<file path="src/rtl/pipe_pkg.sv">
// Shared types and limits for the pipeline stage chain.
//   control_t      : packed control payload carried alongside each instruction
//   MAX_PIPE_DEPTH : largest supported number of register stages
package pipe_pkg;

  localparam int MAX_PIPE_DEPTH = 4;

  typedef struct packed {
    logic       reg_wr;
    logic       mem_wr;
    logic       mem_rd;
    logic [2:0] mem_mask;
    logic [1:0] sel_wb;
  } control_t;

endpackage

</file>
<file path="src/rtl/pipe_stage_slot.sv">
// One register stage of the chain: holds {valid, ctrl, data}.
//   clk, rst            : rising-edge clock, synchronous active-high reset
//   i_stall             : hold contents
//   i_flush             : clear valid/ctrl (data holds); beats stall and kill
//   i_kill              : clear valid/ctrl; data still advances unless stalled
//   i_valid/ctrl/data   : contents of the previous stage (or gated inputs)
//   o_valid/ctrl/data   : registered contents of this stage
module pipe_stage_slot
  import pipe_pkg::*;
#(
  parameter int DATA_W = 32,
  parameter int CTRL_W = 8
) (
  input  logic              clk,
  input  logic              rst,
  input  logic              i_stall,
  input  logic              i_flush,
  input  logic              i_kill,
  input  logic              i_valid,
  input  logic [CTRL_W-1:0] i_ctrl,
  input  logic [DATA_W-1:0] i_data,
  output logic              o_valid,
  output logic [CTRL_W-1:0] o_ctrl,
  output logic [DATA_W-1:0] o_data
);

  logic              r_valid;
  logic [CTRL_W-1:0] r_ctrl;
  logic [DATA_W-1:0] r_data;

  always_ff @(posedge clk) begin
    if (rst) begin
      r_valid <= 1'b0;
      r_ctrl  <= '0;
      r_data  <= '0;
    end else if (i_flush) begin
      r_valid <= 1'b0;
      r_ctrl  <= '0;
    end else if (i_kill) begin
      // Bubble replaces the slot; payload keeps moving so data_o stays
      // a plain delayed copy of the input stream.
      r_valid <= 1'b0;
      r_ctrl  <= '0;
      if (!i_stall) r_data <= i_data;
    end else if (!i_stall) begin
      r_valid <= i_valid;
      r_ctrl  <= i_ctrl;
      r_data  <= i_data;
    end
  end

  assign o_valid = r_valid;
  assign o_ctrl  = r_ctrl;
  assign o_data  = r_data;

endmodule

</file>
<file path="src/rtl/pipe_stage_chain.sv">
// DEPTH-stage register pipeline with stall, flush and per-stage kill.
//   clk, rst   : rising-edge clock, synchronous active-high reset
//   stall      : freeze every stage (input dropped)
//   flush      : invalidate every stage
//   kill_mask  : per-stage invalidate, bit 0 nearest the input
//   valid_i, ctrl_i, data_i : upstream slot
//   valid_o, ctrl_o         : last stage, gated (and bubbled on stall if STALL_BUBBLE)
//   data_o                  : last stage payload, never gated
//   occupancy               : number of valid stages
module pipe_stage_chain
  import pipe_pkg::*;
#(
  parameter int DATA_W       = 32,
  parameter int CTRL_W       = 8,
  parameter int DEPTH        = 1,
  parameter int STALL_BUBBLE = 1
) (
  input  logic                       clk,
  input  logic                       rst,
  input  logic                       stall,
  input  logic                       flush,
  input  logic [DEPTH-1:0]           kill_mask,
  input  logic                       valid_i,
  input  logic [CTRL_W-1:0]          ctrl_i,
  input  logic [DATA_W-1:0]          data_i,
  output logic                       valid_o,
  output logic [CTRL_W-1:0]          ctrl_o,
  output logic [DATA_W-1:0]          data_o,
  output logic [$clog2(DEPTH+1)-1:0] occupancy
);

  localparam int OCC_W = $clog2(DEPTH+1);

  if (DEPTH < 1 || DEPTH > MAX_PIPE_DEPTH) begin : g_bad_depth
    $error("pipe_stage_chain: DEPTH=%0d outside 1..%0d", DEPTH, MAX_PIPE_DEPTH);
  end

  // Index 0 is the (gated) input; index k+1 is the output of stage k.
  logic [DEPTH:0]             w_valid;
  logic [DEPTH:0][CTRL_W-1:0] w_ctrl;
  logic [DEPTH:0][DATA_W-1:0] w_data;
  logic [OCC_W-1:0]           w_occ;
  logic                       w_hide;

  assign w_valid[0] = valid_i;
  assign w_ctrl[0]  = valid_i ? ctrl_i : '0;
  assign w_data[0]  = data_i;

  for (genvar k = 0; k < DEPTH; k++) begin : g_stage
    pipe_stage_slot #(
      .DATA_W (DATA_W),
      .CTRL_W (CTRL_W)
    ) u_slot (
      .clk     (clk),
      .rst     (rst),
      .i_stall (stall),
      .i_flush (flush),
      .i_kill  (kill_mask[k]),
      .i_valid (w_valid[k]),
      .i_ctrl  (w_ctrl[k]),
      .i_data  (w_data[k]),
      .o_valid (w_valid[k+1]),
      .o_ctrl  (w_ctrl[k+1]),
      .o_data  (w_data[k+1])
    );
  end

  always_comb begin
    w_occ = '0;
    for (int k = 1; k <= DEPTH; k++) begin
      w_occ = w_occ + OCC_W'(w_valid[k]);
    end
  end

  assign w_hide    = (STALL_BUBBLE != 0) && stall;
  assign valid_o   = w_valid[DEPTH] && !w_hide;
  assign ctrl_o    = valid_o ? w_ctrl[DEPTH] : '0;
  assign data_o    = w_data[DEPTH];
  assign occupancy = w_occ;

endmodule

</file>
<file path="config.mk">
export PLATFORM = sky130hd
export DESIGN_NAME = pipe_stage_chain
export DESIGN_NICKNAME = d
export VERILOG_FILES = /design/src/rtl/pipe_pkg.sv /design/src/rtl/pipe_stage_slot.sv /design/src/rtl/pipe_stage_chain.sv
export SDC_FILE = /design/constraint.sdc
export NUM_CORES = 1
export LEC_CHECK = 0
export CORE_UTILIZATION = 43
export DETAILED_ROUTE_END_ITERATION = 16
export PLACE_DENSITY = 0.82
export SLEW_MARGIN = 20
export SYNTH_ARGS = -nofsm -noshare
export SYNTH_HDL_FRONTEND = slang
export SYNTH_SLANG_ARGS = --single-unit
</file>
<file path="constraint.sdc">
create_clock -name clk -period 2.15 [get_ports clk]
set_clock_uncertainty 0.15 [all_clocks]
set_input_delay 0.5375 -clock clk [delete_from_list [all_inputs] [get_ports clk]]
set_output_delay 0.5375 -clock clk [all_outputs]
set_load 0.03 [all_outputs]
</file>
======== Yosys cells after proc, flatten, opt, wreduce, memory -nomap -nowiden ========
Cells that the tools add are included.
cells by class
  mux-type cells .......................... 2
  bitwise operators ....................... 2
  reduce and logical (&&, ||, !) cells .... 4
operator list
  kind                 count
  8-bit two-way mux    2
  3-bit OR reduction   1
  1-bit NOT            2
  2-bit AND reduction  1
  1-bit logical AND    1
  1-bit zero test      1
storage, ports and cells
  flip-flop bits (word level) ............. 41
  word-level logic and storage cells ...... 11

======== Depth between registers and ports, before layout ========
Gate-level depths: netlist of the first run.
  depth after elaboration ................. 3
  gate-level depth with buffers ........... 5

======== By module ========
From an unflattened synthesis of the first run, not the netlist that was laid out.
second synthesis, totals
  cells, all modules ...................... 193
  area, all modules ....................... 1823.0 um2
modules (own cells, without submodules)
  module            instances  cells each  area each (um2)  seq. area each (um2)
  pipe_stage_slot   1          176         1696.6           820.8
  pipe_stage_chain  1          17          126.4            0.0

======== Worst setup path before layout of the first run ========
No wires, ideal clock.
  path type ............................... input to output
  start point ............................. in stall
  end point ............................... out ctrl_o[0]
  arrival time ............................ 1.595 ns
  data required time ...................... 1.462 ns
  slack ................................... -0.132 ns
  stages on the path ...................... 4
  path buffers ............................ 2
  path through ............................ buf_6 -> and2b_1 -> clkbuf_1 -> and2_1
on the way
  longest elaborated chain between the ends .. 3
RTL lines
  element            line                    text
  from (decl)        pipe_stage_chain.sv:20  input logic stall,
  1-bit zero test    --
  1-bit logical AND  pipe_stage_chain.sv:76  assign valid_o = w_valid[DEPTH] && !w_hide;
  named net valid_o  pipe_stage_chain.sv:26  output logic valid_o,
  8-bit two-way mux  pipe_stage_chain.sv:77  assign ctrl_o = valid_o ? w_ctrl[DEPTH] : '0;
  to (decl)          pipe_stage_chain.sv:27  output logic [CTRL_W-1:0] ctrl_o,
The timed path passes the listed nets, and every way through them passes these cells.

======== Worst setup path in the final report of the first run ========
  start point ............................. in stall
  end point ............................... out ctrl_o[0]
on the way
  longest elaborated chain between the ends .. 3
RTL lines
  element            line
  1-bit zero test    --
  1-bit logical AND  pipe_stage_chain.sv:76
  8-bit two-way mux  pipe_stage_chain.sv:77
Every way passes these cells.

==> impl_metrics.tcl, run 1 <==
set metrics [dict create \
    status "finished, final reports clean" \
    ys_seq_area_share_pct 45.52 \
    antenna_found_initial 0 \
    synth_top_area_share_pct 45.52 \
    ys_top_cells_by_area "dfxtp_1 46%, or3b_1 15%, a21oi_1 8.9%, o21ai_0 8.6%, a21oi_2 3.9%" \
    route.vias.total 1623 \
    drv_slew 0 \
    use_met1_pct 22.14 \
    whs_path_depth 2 \
    worstRegToRegCells 2 \
    initial_core_util_pct 45.07 \
    grt_start_max_net_pins 82 \
    fin_nets 319 \
    core_area_um2 4000 \
    fin_tns_setup_ns 0 \
    synth_area_um2 1803 \
    drive_gt1_share_pct 12.45 \
    antenna_left 0 \
    maxSlewHeadroom_pct 70.32 \
    drt-initial-drc-count 120 \
    met3_usage_pct 6.849 \
    fp.dieH_um 66.76 \
    pwr-share-seq_pct 50.2 \
    netSwitchingFraction_pct 24.62 \
    power.density_nw_per_um2 588.4 \
    ys_types 20 \
    wl_um 3920 \
    track_usage_pct 18.66 \
    cap_violations 0 \
    die-width_um 66.76 \
    hold_end "g_stage[0].u_slot.o_ctrl[1]" \
    cp-start-kind "input pin" \
    ir_drop_mv 0.3825 \
    wl_per_cell_um 12.14 \
    nFillCells 340 \
    yosysWarnings 0 \
    root_buffer "clkbuf_8" \
    crit_fanout 9 \
    timing.rr.start "g_stage[0].u_slot.o_data[16]" \
    rows 23 \
    grt-busiest-layer "met2" \
    min_from "g_stage[0].u_slot.o_ctrl[1]" \
    die-area_um2 4456 \
    tightest_slew_ns 0.4453 \
    area_growth_syn_to_layout_pct 50.24 \
    cts_buffer_depth 2 \
    total_power_mw 1.594 \
    fmax_mhz 492.1 \
    ys_ff_latch 41 \
    synthCells 196 \
    setup_viol 0 \
    p_sw_mw 0.3924 \
    power.clock.fraction_pct 31.0 \
    remaining_drc_errors 0 \
    min_period_ns 2.032 \
    cts_tree "done" \
    stdcell_area_um2 2709 \
    multi_input_area_um2 843.3 \
    drtPass1Iterations 6 \
    r2r_slack_ns 1.33 \
    place_congestion 0.6609 \
    setup.worst_path.class "input pin to output pin" \
    setup_slack_ns 0.1177 \
    fin_util_pct 67.72 \
    cts_buffers 5 \
    ctsHoldBuffers 0 \
    grt_pass1_wl_um 6299 \
    synth.largest_area_cell "dfxtp_1" \
    n_antenna_cell 0 \
    crit-reg2reg-capture "g_stage[0].u_slot.o_data[16]" \
    cts_setup_buffers 0 \
    met2_usage_pct 30.68 \
    synth_nets 242 \
    dpl_cell_area_um2 2623 \
    htree_num_levels 2 \
    portBuffers 87 \
    required_ns 1.46 \
    num_io_pins 88 \
    fin_crit_sh_pct 94.52 \
    p_int_mw 1.202 \
    pwr-share-comb_pct 18.8 \
    gr-total-overflow 0 \
    cp.arrival_ns 1.34 \
    vias_per_cell 5.025 \
    hp-class "register to register" \
    path_clk_slew_ns 0.07 \
    dp_hpwl_um 2605 \
    dpl_worst_slack_ns 0.1019 \
    clock_latency_ns 0.28 \
    rsz0062_at_grt "false" \
    syn_area_per_cell_um2 9.199 \
    crit_path_end_kind "output pin" \
    cellLeakagePower_nw 0.9553 \
    finalHoldViolCount 0 \
    cts_sinks 41 \
    cts_resized 0 \
    seqCellArea_um2 820.8 \
    grt_pass1_vias 1425 \
]
[critical path: stages]
cell and delay, ns:
buf_2 0.13, and2b_1 0.34, and2_1 0.18, buf_4 0.16
[worst max-delay path by stage]
| stage | startpoint | end | slack [ns] | cells past startpoint |
|---|---|---|---|---|
| after floorplan | stall | ctrl_o[0] | 0.06 | 4 |
| after global placement | stall | ctrl_o[7] | 0.15 | 4 |
| after detailed placement | stall | ctrl_o[0] | 0.10 | 4 |
| after CTS | stall | ctrl_o[0] | 0.10 | 4 |
| after global routing | stall | ctrl_o[2] | 0.07 | 4 |
| final | stall | ctrl_o[0] | 0.12 | 4 |
[layout by cell type (no fill, tap or decap)]
| master | count |
|---|---|
| mux2i_1 | 1 |
| clkbuf_1 | 1 |
| or3b_1 | 30 |
| buf_12 | 1 |
| and2b_1 | 1 |
| nor2_1 | 1 |
| o21ai_1 | 1 |
| or3_4 | 1 |
| a21oi_2 | 8 |
| a21oi_1 | 32 |
| dfxtp_1 | 41 |
| buf_4 | 14 |
| and2_1 | 8 |
| nand2_1 | 8 |
| o21ai_0 | 31 |
| nand3b_1 | 8 |
| buf_2 | 2 |
| clkdlybuf4s50_1 | 76 |
| clkbuf_8 | 6 |
| or3b_2 | 2 |
[registers in the layout, indices dropped and copies added (netlist names)]
signal                  flops
g_stage.u_slot.o_valid      1
g_stage.u_slot.o_data      32
g_stage.u_slot.o_ctrl       8
[synthesized netlist by cell type]
| cell type | count |
|---|---|
| nand3b_1 | 8 |
| nand2_1 | 8 |
| or3_4 | 1 |
| buf_1 | 1 |
| clkbuf_1 | 12 |
| o21ai_0 | 31 |
| a21oi_1 | 32 |
| or3b_1 | 30 |
| dfxtp_1 | 41 |
| a21oi_2 | 8 |
| o21ai_1 | 1 |
| clkbuf_2 | 2 |
| or3b_2 | 2 |
| and2b_1 | 1 |
| mux2i_1 | 1 |
| buf_2 | 2 |
| clkbuf_8 | 1 |
| buf_6 | 5 |
| nor2_1 | 1 |
| and2_1 | 8 |
[metal layers]
layer | wire (um) | vias up
met5 | 0 | -
met4 | 30 | 0
met3 | 309 | 4
met2 | 1855 | 55
met1 | 1725 | 719
li1 | - | 845
[power groups by stage]
stage	Sequential, mW	Clock (mW)	Combinational [mW]
after global routing	0.805	0.540	0.323
after floorplan	0.873	0	0.104
after global placement	0.818	0	0.298
after detailed placement	0.818	0	0.301
final	0.801	0.494	0.299
after CTS	0.801	0.510	0.302
[area by class of cell]
type                            instances  area share [%]
Clock buffer                            7           3.187
Multi-Input combinational cell        132           31.13
Sequential cell                        41           30.30
Tap cell                               50           2.309
Timing Repair Buffer                   93           33.07
[metrics by stage]
| step | hold slack (ns) | cells |
|---|---|---|
| 2_1_floorplan | 0.2940 | 196 |
| 3_3_place_gp | 0.3055 | 316 |
| 3_5_place_dp | 0.3106 | 316 |
| 4_1_cts | 0.3236 | 323 |
| 5_1_grt | 0.3378 | 323 |
| 6_report | 0.3192 | 323 |
[kinds of logic (layout without fill, tap and decap cells)]
| family | Yosys count | count (layout) | share of synthesized area (%) |
|---|---|---|---|
| mux | 1 | 1 | 0.5552 |
| flops | 41 | 41 | 45.52 |
| simple gates | 59 | 59 | 24.57 |
| compound gates | 72 | 72 | 21.65 |
| buf+inv | 23 | 100 | 7.702 |
(Power assumes the default switching activity.)
==> run 2: changes to the inputs <==
CORE_MARGIN = 1.5   (was unset)
CORE_UTILIZATION = 40   (was 43)
CTS_CLUSTER_DIAMETER = 120   (was unset)
PLACE_DENSITY = 0.77   (was 0.82)
clock period = 2 ns   (was 2.15 ns; I/O delays follow)
==> impl_metrics.tcl, run 2 (synthesis gave the netlist of run 1 again) <==
set metrics [dict create \
    cp.arrival_ns 1.31 \
    critPathSlowestCell "clkdlybuf4s50_1" \
    ir_drop_mv 0.4299 \
    p_int_mw 1.290 \
    place_inst 317 \
    initial_core_util_pct 41.41 \
    crit_fanout 2 \
    required_ns 1.35 \
    core_area_um2 4354 \
    cp-start-kind "register" \
    cts_buffers 5 \
    tightest_slew_ns 0.5299 \
    total_power_mw 1.721 \
    finalHoldViolCount 0 \
    fmax_mhz 510.3 \
    portBuffers 87 \
    pwr-share-seq_pct 50.0 \
    num_io_pins 88 \
    drt-initial-drc-count 64 \
    fp.dieH_um 70.14 \
    holdWs_ns 0.3164 \
    grt_pass1_vias 1527 \
    dpl_worst_slack_ns 0.05883 \
    antenna_found_initial 0 \
    drive_gt1_share_pct 15.44 \
    cellLeakagePower_nw 1.025 \
    antenna_left 0 \
    grt_start_max_net_pins 82 \
    rsz0062_at_grt "false" \
    fin_util_pct 62.59 \
    largest_register_ffs 32 \
    netSwitchingFraction_pct 25.05 \
    htree_num_levels 2 \
    rows 24 \
    status "finished, final reports clean" \
    root_buffer "clkbuf_8" \
    cts_tree "done" \
    fin_tns_setup_ns 0 \
    final_common_cell "clkdlybuf4s50_1" \
    hp-class "register to register" \
    drtPass1Iterations 4 \
    p_sw_mw 0.4311 \
    pwr-share-comb_pct 18.6 \
    mostFrequentLayoutCells "72 x clkdlybuf4s50_1, 41 x dfxtp_1, 32 x a21oi_1" \
    crit_path_end_kind "output pin" \
    power.density_nw_per_um2 631.6 \
    drv_slew 0 \
    cap_violations 0 \
    gr-total-overflow 0 \
    wl_per_cell_um 12.58 \
    vias_per_cell 5.019 \
    crit_buf_inv 1 \
    wl_um 4075 \
    remaining_drc_errors 0 \
    stdcell_area_um2 2725 \
    die-width_um 70.14 \
    setup_viol 0 \
    maxSlewHeadroom_pct 64.67 \
    die-area_um2 4919 \
    n_antenna_cell 0 \
    dp_hpwl_um 2690 \
    cts_sinks 41 \
    grt_pass1_wl_um 6727 \
    cts_buffer_depth 2 \
    cpLargestDelayFamily "buffers and inverters" \
    setup.worst_path.class "register to output pin" \
    setup_slack_ns 0.04043 \
    route.vias.total 1626 \
    power.clock.fraction_pct 31.3 \
    fin_nets 318 \
    path_clk_slew_ns 0.07 \
    cpPeakStageDelay_ns 0.67 \
    place_congestion 0.7325 \
    min_period_ns 1.960 \
    clock_latency_ns 0.29 \
    fin_crit_sh_pct 97.98 \
    fin_cells 324 \
    cp_cell_sequence "clkdlybuf4s50_1" \
    track_usage_pct 16.94 \
    dpl_cell_area_um2 2628 \
    area_growth_syn_to_layout_pct 51.14 \
]
run 2: worst paths after layout:
kind | startpoint | endpoint | slack (ns) | cells after the start
worst max-delay path | g_stage[0].u_slot.o_data[30] | data_o[30] | 0.04 | 1
worst min-delay path | g_stage[0].u_slot.o_ctrl[1] | g_stage[0].u_slot.o_ctrl[1] | 0.32 | 2
worst max register to register | g_stage[0].u_slot.o_data[29] | g_stage[0].u_slot.o_data[29] | 1.21 | 2
worst min register to register | g_stage[0].u_slot.o_ctrl[1] | g_stage[0].u_slot.o_ctrl[1] | 0.32 | 2
run 2: layer usage:
layer	wire length, um	vias to the layer above	GRT usage, %
li1	-	838	-
met1	1867	720	20.18
met2	1820	61	27.30
met3	336	7	7.071
met4	51	0	6.197
met5	0	-	0
run 2: power by group through the flow:
stage | Sequential [mW] | Clock [mW] | Combinational (mW)
final | 0.861 | 0.539 | 0.321
after global routing | 0.865 | 0.595 | 0.344
after CTS | 0.862 | 0.561 | 0.324
after detailed placement | 0.880 | 0 | 0.323
after global placement | 0.880 | 0 | 0.321
after floorplan | 0.938 | 0 | 0.112
run 2: what timing repair did:
| item | 4_1_cts | 5_1_grt |
|---|---|---|
| gates resized for setup | 0 | 5 |
| setup buffers | 0 | 0 |
| hold endpoints to repair | 0 | 0 |
| endpoints found under the setup margin | 0 | 12 |
| hold buffers | 0 | 0 |
run 2: layout make-up:
type                            instances  area (um2)
Fill cell                             374        1629
Timing Repair Buffer                   92       898.4
Multi-Input combinational cell        132       854.6
Sequential cell                        41       820.8
Clock buffer                            7       86.33
Tap cell                               52       65.06
